`config.mk`:
```
export PLATFORM = sky130hd
export DESIGN_NAME = ghost_collision_monitor
export DESIGN_NICKNAME = d
export VERILOG_FILES = /design/src/rtl/ghost_collision_monitor_pkg.sv /design/src/rtl/ghost_collision_monitor_pos_tracker.sv /design/src/rtl/ghost_collision_monitor.sv
export SDC_FILE = /design/constraint.sdc
export NUM_CORES = 1
export LEC_CHECK = 0
export CORE_UTILIZATION = 40
export DETAILED_ROUTE_END_ITERATION = 10
export PLACE_DENSITY = 0.73
export SYNTH_ARGS = -nofsm -noshare
export SYNTH_HDL_FRONTEND = slang
export SYNTH_HIERARCHICAL = 1
export SYNTH_SLANG_ARGS = --single-unit
```
`constraint.sdc`:
```
create_clock -name clk -period 2.39 [get_ports clk]
set_clock_uncertainty 0.15 [all_clocks]
set_input_delay 0.239 -clock clk [delete_from_list [all_inputs] [get_ports clk]]
set_output_delay 0.239 -clock clk [all_outputs]
set_load 0.02 [all_outputs]
```
`src/rtl/ghost_collision_monitor_pkg.sv`:
```
// Shared playfield geometry and state encoding for the ghost collision monitor.
package ghost_collision_monitor_pkg;

  localparam int WIDTH  = 640;
  localparam int HEIGHT = 480;
  localparam int XW     = $clog2(WIDTH);
  localparam int YW     = $clog2(HEIGHT);

  typedef enum logic [2:0] {
    CM_PLAY    = 3'd0,
    CM_HIT     = 3'd1,
    CM_RESPAWN = 3'd2,
    CM_GRACE   = 3'd3,
    CM_OVER    = 3'd4
  } cm_state_e;

endpackage

```
`src/rtl/ghost_collision_monitor_pos_tracker.sv`:
```
// Remembers the previous tile of one mover and how long ago it last changed tile.
module pos_tracker #(
  parameter int W           = 19,
  parameter int SWAP_WINDOW = 17,
  parameter int AW          = $clog2(SWAP_WINDOW + 1)
) (
  input  logic          clk,
  input  logic          reset,
  input  logic [W-1:0]  pos,
  output logic [W-1:0]  prev,
  output logic [AW-1:0] age
);

  logic [W-1:0] last;

  // Age saturates at the window so a stale move can never look like a crossing.
  always_ff @(posedge clk) begin
    if (!reset) begin
      last <= pos;
      prev <= pos;
      age  <= AW'(SWAP_WINDOW);
    end else if (pos != last) begin
      prev <= last;
      last <= pos;
      age  <= '0;
    end else if (age < AW'(SWAP_WINDOW)) begin
      age <= age + 1'b1;
    end
  end

endmodule

```
`src/rtl/ghost_collision_monitor.sv`:
```
// Detects ghost/player overlap or tile swap and sequences freeze, respawn and grace.
//   state   | meaning
//   PLAY    | normal play, collisions evaluated
//   HIT     | playfield frozen after a hit
//   RESPAWN | one-cycle respawn pulse
//   GRACE   | movers run, collisions ignored
//   OVER    | no lives left, frozen until reset
module ghost_collision_monitor
  import ghost_collision_monitor_pkg::*;
#(
  parameter int NUM_GHOSTS    = 4,
  parameter int START_LIVES   = 3,
  parameter int FREEZE_CYCLES = 64,
  parameter int GRACE_CYCLES  = 34,
  parameter int SWAP_WINDOW   = 17
) (
  input  logic                     clk,
  input  logic                     reset,
  input  logic [XW-1:0]            player_x,
  input  logic [YW-1:0]            player_y,
  input  logic [NUM_GHOSTS*XW-1:0] ghost_x,
  input  logic [NUM_GHOSTS*YW-1:0] ghost_y,
  output logic                     freeze,
  output logic                     respawn,
  output logic                     hit_valid,
  output logic [1:0]               hit_id,
  output logic [1:0]               lives,
  output logic                     game_over
);

  localparam int PW   = XW + YW;
  localparam int AW   = $clog2(SWAP_WINDOW + 1);
  localparam int CMAX = (FREEZE_CYCLES > GRACE_CYCLES) ? FREEZE_CYCLES : GRACE_CYCLES;
  localparam int CW   = $clog2(CMAX + 1);

  logic [PW-1:0] ppos, p_prev;
  logic [AW-1:0] p_age;
  logic [PW-1:0] gpos   [NUM_GHOSTS];
  logic [PW-1:0] g_prev [NUM_GHOSTS];
  logic [AW-1:0] g_age  [NUM_GHOSTS];

  assign ppos = {player_y, player_x};

  pos_tracker #(.W(PW), .SWAP_WINDOW(SWAP_WINDOW), .AW(AW)) u_player_trk (
    .clk(clk), .reset(reset), .pos(ppos), .prev(p_prev), .age(p_age)
  );

  for (genvar g = 0; g < NUM_GHOSTS; g++) begin : g_ghost
    assign gpos[g] = {ghost_y[g*YW +: YW], ghost_x[g*XW +: XW]};
    pos_tracker #(.W(PW), .SWAP_WINDOW(SWAP_WINDOW), .AW(AW)) u_ghost_trk (
      .clk(clk), .reset(reset), .pos(gpos[g]), .prev(g_prev[g]), .age(g_age[g])
    );
  end

  logic       hit_any;
  logic [1:0] hit_idx;

  // Scanning downward leaves the lowest-index hitter in hit_idx.
  always_comb begin
    hit_any = 1'b0;
    hit_idx = '0;
    for (int i = NUM_GHOSTS - 1; i >= 0; i--) begin
      if ((gpos[i] == ppos) ||
          ((gpos[i] == p_prev) && (g_prev[i] == ppos) &&
           (g_age[i] < AW'(SWAP_WINDOW)) && (p_age < AW'(SWAP_WINDOW)))) begin
        hit_any = 1'b1;
        hit_idx = 2'(i);
      end
    end
  end

  cm_state_e     state, state_nx;
  logic [CW-1:0] cnt;

  always_ff @(posedge clk) begin
    if (!reset) begin
      state     <= CM_PLAY;
      cnt       <= '0;
      lives     <= 2'(START_LIVES);
      hit_id    <= '0;
      hit_valid <= 1'b0;
    end else begin
      state     <= state_nx;
      hit_valid <= 1'b0;
      if (state == CM_PLAY && hit_any) begin
        hit_valid <= 1'b1;
        hit_id    <= hit_idx;
        lives     <= (lives != 2'd0) ? lives - 2'd1 : 2'd0;
        cnt       <= CW'(FREEZE_CYCLES - 1);
      end else if (state == CM_RESPAWN) begin
        cnt <= CW'(GRACE_CYCLES - 1);
      end else if (cnt != '0) begin
        cnt <= cnt - 1'b1;
      end
    end
  end

  always_comb begin
    state_nx = state;
    case (state)
      CM_PLAY:    if (hit_any) state_nx = CM_HIT;
      CM_HIT:     if (cnt == '0) state_nx = (lives == 2'd0) ? CM_OVER : CM_RESPAWN;
      CM_RESPAWN: state_nx = CM_GRACE;
      CM_GRACE:   if (cnt == '0) state_nx = CM_PLAY;
      CM_OVER:    state_nx = CM_OVER;
      default:    state_nx = CM_PLAY;
    endcase
  end

  always_comb begin
    freeze    = (state == CM_HIT) || (state == CM_RESPAWN) || (state == CM_OVER);
    respawn   = (state == CM_RESPAWN);
    game_over = (state == CM_OVER);
  end

endmodule

```
Yosys cells after proc, flatten, opt, wreduce, memory -nomap -nowiden
Index checks and enable logic that the tools add are counted.
{ "totals": {"ff_bits": 230, "in_bits": 97, "out_inout_bits": 8} }
{ "classes": {"add_sub_neg": 7, "order_cmp": 5, "n_eq_ne": 29, "n_mux": 48, "n_bitwise": 1, "n_reduce_logical": 37} }
{ "op_table": {"columns": ["cell", "n"], "rows": [
  ["two-way mux 19 bit", 20],
  ["equality test 19 bit", 12],
  ["!= test 19 bit", 5],
  ["two-way mux 5 bit", 10],
  ["adder 5 x 1 -> 5 bit, second input constant", 5],
  ["< comparator 5 bit, second input constant", 5],
  ["two-way mux 6 bit", 3],
  ["one-hot mux 3 bit (5 select lines)", 1],
  ["logical AND 1 bit", 13],
  ["two-way mux 3 bit", 4],
  ["nonzero test 2 bit", 6],
  ["two-way mux 2 bit", 5],
  ["!= test 2 x 1 -> 1 bit, second input constant", 5],
  ["OR reduction 2 bit", 5],
  ["logical NOT 7 bit", 1],
  ["nonzero test 7 bit", 1],
  ["subtractor 7 x 1 -> 7 bit, second input constant", 1],
  ["equality test 3 x 2 -> 1 bit, second input constant", 2],
  ["logical OR 1 bit", 6],
  ["!= test 2 bit, second input constant", 3],
  ["two-way mux 1 bit", 5],
  ["equality test 3 x 1 -> 1 bit, second input constant", 1],
  ["equality test 3 bit, second input constant", 1],
  ["logical NOT 3 bit", 1],
  ["other kinds (6)", 6]
]} }

Logic depth before layout (Yosys ltp)
{ "depth": {"ltp_word": 11, "mapped_depth": 10, "ltp_nobuf": 8} }

By module
The synthesis kept the hierarchy.
{ "modules_own_cells": {"columns": ["module", "instances", "cells_per_inst", "area_each_um2", "seq_area_each_um2"], "rows": [
  ["pos_tracker", 5, 109, 1801.7, 1241.2],
  ["ghost_collision_monitor", 1, 432, 3562.2, 300.3]
]} }

Worst setup path after synthesis
No wires, ideal clock.
{ "synth_path": {"path_kind": "reg2reg", "startpoint": "register g_ghost[0].u_ghost_trk.last[13]", "endpoint": "register g_ghost[0].u_ghost_trk.last[0], enable pin", "t_arrival_ns": 1.817, "slack_ns": -0.017, "path_stages_with_launch": 5, "path_buffers": 0, "synth_period_minus_slack_ns": 2.407, "cell_sequence": "edfxtp_1 > xor2_1 > nor4_1 > nand3_1 > or3_1"} }
{ "synth_via": {"elab_chain_cells": 2} }
{ "synth_rtl": {"columns": ["item", "line", "source"], "rows": [
  ["start: declaration", "ghost_collision_monitor_pos_tracker.sv:14", "logic [W-1:0] last;"],
  ["start signal: assignment", "ghost_collision_monitor_pos_tracker.sv:19", "last <= pos;"],
  ["start signal: assignment", "ghost_collision_monitor_pos_tracker.sv:24", "last <= pos;"],
  ["!= test 19 bit", "ghost_collision_monitor_pos_tracker.sv:22", "end else if (pos != last) begin"],
  ["!= test 2 x 1 -> 1 bit (no source line)", null, null]
]} }
Every way passes these cells.
A chain may end at the register's enable or synchronous reset.

Worst setup path after layout
{ "layout_path": {"startpoint": "register u_player_trk.prev[6]", "endpoint": "register lives[0]"} }
{ "layout_via": {"elab_chain_cells": 10} }
{ "layout_rtl": {"columns": ["item", "line", "source"], "rows": [
  ["start: declaration", "ghost_collision_monitor_pos_tracker.sv:10", "output logic [W-1:0] prev,"],
  ["start signal: assignment", "ghost_collision_monitor_pos_tracker.sv:20", "prev <= pos;"],
  ["start signal: assignment", "ghost_collision_monitor_pos_tracker.sv:23", "prev <= last;"],
  ["equality test 19 bit", "ghost_collision_monitor.sv:64", "((gpos[i] == p_prev) && (g_prev[i] == ppos) &&"],
  ["logical AND 1 bit (2 in a row)", "ghost_collision_monitor.sv:64", null],
  ["logical AND 1 bit", "ghost_collision_monitor.sv:65", "(g_age[i] < AW'(SWAP_WINDOW)) && (p_age < AW'(SWAP_WINDOW)))) begin"],
  ["logical OR 1 bit", "ghost_collision_monitor.sv:63", "if ((gpos[i] == ppos) ||"],
  ["two-way mux 1 bit (3 in a row)", "ghost_collision_monitor.sv:63", null],
  ["two-way mux 1 bit *", "ghost_collision_monitor.sv:63", null],
  ["logical AND 1 bit *", "ghost_collision_monitor.sv:85", "if (state == CM_PLAY && hit_any) begin"],
  ["end signal: assignment", "ghost_collision_monitor.sv:79", "lives <= 2'(START_LIVES);"],
  ["end signal: assignment", "ghost_collision_monitor.sv:88", "lives <= (lives != 2'd0) ? lives - 2'd1 : 2'd0;"],
  ["end: declaration", "ghost_collision_monitor.sv:27", "output logic [1:0] lives,"]
]} }
Every way passes the cells marked *; elsewhere a longest branch is shown, timed or not.

==> metrics.md <==
| Metric | Value |
|---|---|
| Vias in the first global route | 9313 |
| CP arrival | 2.65 ns |
| Critical path required time | 2.66 ns |
| Final min period | 2.380 ns |
| Yosys Warn Count | 6 |
| Crit Path Class | flop to flop |
| Slew Viols, Final | 0 |
| NumNets Final | 1371 |
| Vias per cell | approximately 5.5 |
| Drt drc | 14 |
| First-pass GRT wire length | 54570 µm |
| Clk pwr share | 0.379 |
| Worst slew margin | 0.6846 |
| Non-Filler Instances | ~1700 |
| Post-synthesis cell count | 977 |
| Ports | 105 |
| H-tree depth | 1 |
| Final Cycle Share | 0.9959 |
| Seq/Total Area, Yosys | 0.5176 |
| Worst Setup Start Kind | flop |
| Buffers on Ports | between 100 and 150 |
| Worst-Margin Slew | about 0.47 ns |
| GRT Resource Usage Total | 0.2274 |
| Fmax | 420.1 MHz |
| Comb pwr share | 0.177 |
| Die height | between 150 and 200 µm |
| Placer Congestion | 0.9360 |
| Max-Cap Viols | 0 |
| CORE AREA | 30750 µm² |
| Clock slew at reported path FFs | 0.06 ns |
| Share of layout cells above drive strength 1 | 0.2872 |
| #FFs+latches synth | 230 |
| Overflow left after global routing | 0 |
| Async set-reset flop share out of synthesis | 0 |
| Share of the synthesized area in the top cell type | 0.4539 |
| Area Growth Syn to Fin | 32.18% |
| Die area | ~32000 µm² |
| Die extent in x | 179.3 µm |
| Most frequent cells after synthesis | edfxtp_1 (190), xnor2_1 (173), xor2_1 (159), mux2_2 (95), nor4_1 (59) |
| Placed insts | approximately 1600 |
| Synth Flop Type | edfxtp_1 |
| Leakage | 6.166 nW |
| Sink Count | 230 |
| Pint | 8.170 mW |
| Routed vias | 9271 |
| ANT nets after route | 0 |
| EDFF count, synth | 190 |
| RSZ-0062 raised after global routing | yes |
| Post-detail-place hpwl | 26580 µm |
| Synth unique cells | 47 |
| Endpoints failing setup | 0 |
| Hold WS | 0.2927 ns |
| CTS root buffer | clkbuf_16 |
| Worst-path maximum fanout | 8 |
| Num rows | 64 |
| WL final | 36060 µm |
| Sw frac | 0.2521 |
| CTS tree | yes |
| Initial antenna violation count | 0 |
| Initial Utilization | 0.4088 |
| Most common cell in the netlist | edfxtp_1 |
| FILL cells | about 2600 |
| Detailed Route Iter0 Violations | 894 |
| Status | finished with violations |
| Final hold vios | 0 |
| N_diodes | 0 |
| Sw Pwr | ~2.8 mW |
| Largest net degree at the start of global routing | 44 |
| Mean Syn Cell Area | 12.87 µm² |
| Pwr Density | 657.4 nW/µm² |
| Synth area leader | edfxtp_1 |
| WL per Instance | 21.45 µm |
| Mapped Area | 12570 µm² |
| 1st-pass router iterations | 8 |
| Failing checks | DRC |
| Worst vdd rail ir drop | 734.9 µV |
| Synthesized net count | 1081 |
| Largest cells by area after synthesis | edfxtp_1 (45%), xnor2_1 (12%), xor2_1 (11%) |
| Total CTS buffers | 25 |
| Sequential Power Share | 0.443 |
| Hold Path Class | input pin to flop |
| CTS max path bufs | 3 |
| Critical Path Sink Type | flop |
| Clock Latency Late Sink | about 0.53 ns |
[layer usage]
metal | global-route usage | part of all wire | vias up
li1 | - | - | 4212
met1 | 0.3113 | 0.42 | 4571
met2 | 0.3668 | 0.47 | 418
met3 | 0.03711 | 0.089 | 70
met4 | 0.07038 | 0.025 | 0
met5 | 0 | 0 | -
[layout make-up]
cell class / instances / area (µm²) / share of cell area
Clock buffer: 36 / 792.0 / 0.04767
Clock inverter: 9 / 105.1 / 0.006325
Multi-Input combinational cell: 690 / 5851 / 0.3521
Timing Repair Buffer: 305 / 2809 / 0.1691
Sequential cell: 230 / 6507 / 0.3916
Tap cell: 396 / 495.5 / 0.02982
Inverter: 15 / 56.30 / 0.003389
[cell usage in the layout, fill, tap and decap left out, types with 3 or more instances in the layout]
| master | netlist | layout |
|---|---|---|
| a21o_1 | 5 | 5 |
| a21oi_1 | 6 | 6 |
| a22oi_1 | 6 | 6 |
| a31oi_1 | 8 | 7 |
| buf_12 | 0 | 20 |
| buf_4 | 5 | 179 |
| clkbuf_1 | 10 | 3 |
| clkbuf_16 | 0 | 29 |
| clkbuf_8 | 0 | 4 |
| clkdlybuf4s50_1 | 0 | 101 |
| dfxtp_1 | 40 | 39 |
| edfxtp_1 | 190 | 190 |
| ha_1 | 7 | 7 |
| inv_1 | 15 | 15 |
| mux2_2 | 95 | 95 |
| nand2_1 | 10 | 10 |
| nand3_1 | 11 | 10 |
| nand4_1 | 48 | 48 |
| nand4b_1 | 6 | 6 |
| nor2_1 | 9 | 8 |
| nor3_1 | 12 | 9 |
| nor3_2 | 0 | 3 |
| nor3b_1 | 3 | 3 |
| nor4_1 | 59 | 51 |
| nor4_2 | 1 | 9 |
| o21a_1 | 3 | 3 |
| o21ai_0 | 15 | 14 |
| o311ai_0 | 5 | 5 |
| o31a_1 | 3 | 3 |
| o31ai_1 | 21 | 20 |
| o41ai_2 | 2 | 3 |
| or3_2 | 0 | 5 |
| xnor2_1 | 173 | 172 |
| xor2_1 | 159 | 159 |
[cells by family after synthesis]
logic type,synth area share
DFF,0.5176
adders and majority gates,0.006967
xor gates and xnor gates,0.2313
buffers and inverters,0.02827
and+or+nand+nor,0.08012
muxes,0.08510
AOI/OAI and AO/OA,0.05066
[registers in the layout, summed over array words and instances, names as in the netlist]
signal,count
state,3
lives,2
g_ghost.u_ghost_trk/last,76
g_ghost.u_ghost_trk/age,20
hit_valid,1
cnt,7
g_ghost.u_ghost_trk/prev,76
u_player_trk/last,19
u_player_trk/prev,19
hit_id,2
u_player_trk/age,5
[power by group through the flow]
stage	registers (mW)	clock network (mW)	logic, mW
2_1_floorplan	4.84	0	1.08
3_3_place_gp	4.93	0	1.81
3_5_place_dp	4.93	0	1.85
4_1_cts	4.85	4.21	1.87
5_1_grt	4.86	4.35	2.09
6_report	4.84	4.15	1.94
[final timing paths]
check	startpoint	to	slack [ns]	depth (start not counted)
setup reg to reg	u_player_trk/prev[6]	lives[0]	0.01	7
hold / removal	ghost_y[1]	g_ghost[0].u_ghost_trk/last[11]	0.29	2
hold reg to reg	hit_id[0]	hit_id[0]	0.39	2
setup / recovery	u_player_trk/prev[6]	lives[0]	0.01	7
[metrics by stage]
step | worst slack [ns] | setup TNS, ns | utilization | instance area (µm²) | total power, mW
6_report | 0.009721 | 0 | 0.5404 | 16620 | 10.92
3_3_place_gp | -0.4178 | -60.21 | 0.5035 | 15480 | 6.738
3_5_place_dp | -0.4422 | -65.79 | 0.5035 | 15480 | 6.785
2_1_floorplan | 0.1155 | 0 | - | 12580 | 5.922
5_1_grt | -0.06412 | -0.2447 | 0.5404 | 16620 | 11.31
4_1_cts | 0.004173 | 0 | 0.5342 | 16430 | 10.93
[critical path, stage by stage, from the launching register on]
cell and delay (ns):
edfxtp_1 0.49, buf_4 0.20, xnor2_1 0.14, nand4_1 0.13
nor4_2 0.33, a31oi_2 0.22, a21bo_4 0.30, a311o_1 0.31
[what timing repair did]
action                                  4_1_cts  5_1_grt
resized for setup                             9       21
endpoints found under the setup margin       11      105
setup buffers                                 0       11
pin swaps                                     0        8
hold buffers                                  1        0
endpoints found under the hold margin         3        0
Note: power is estimated with default switching activity, not from simulation.
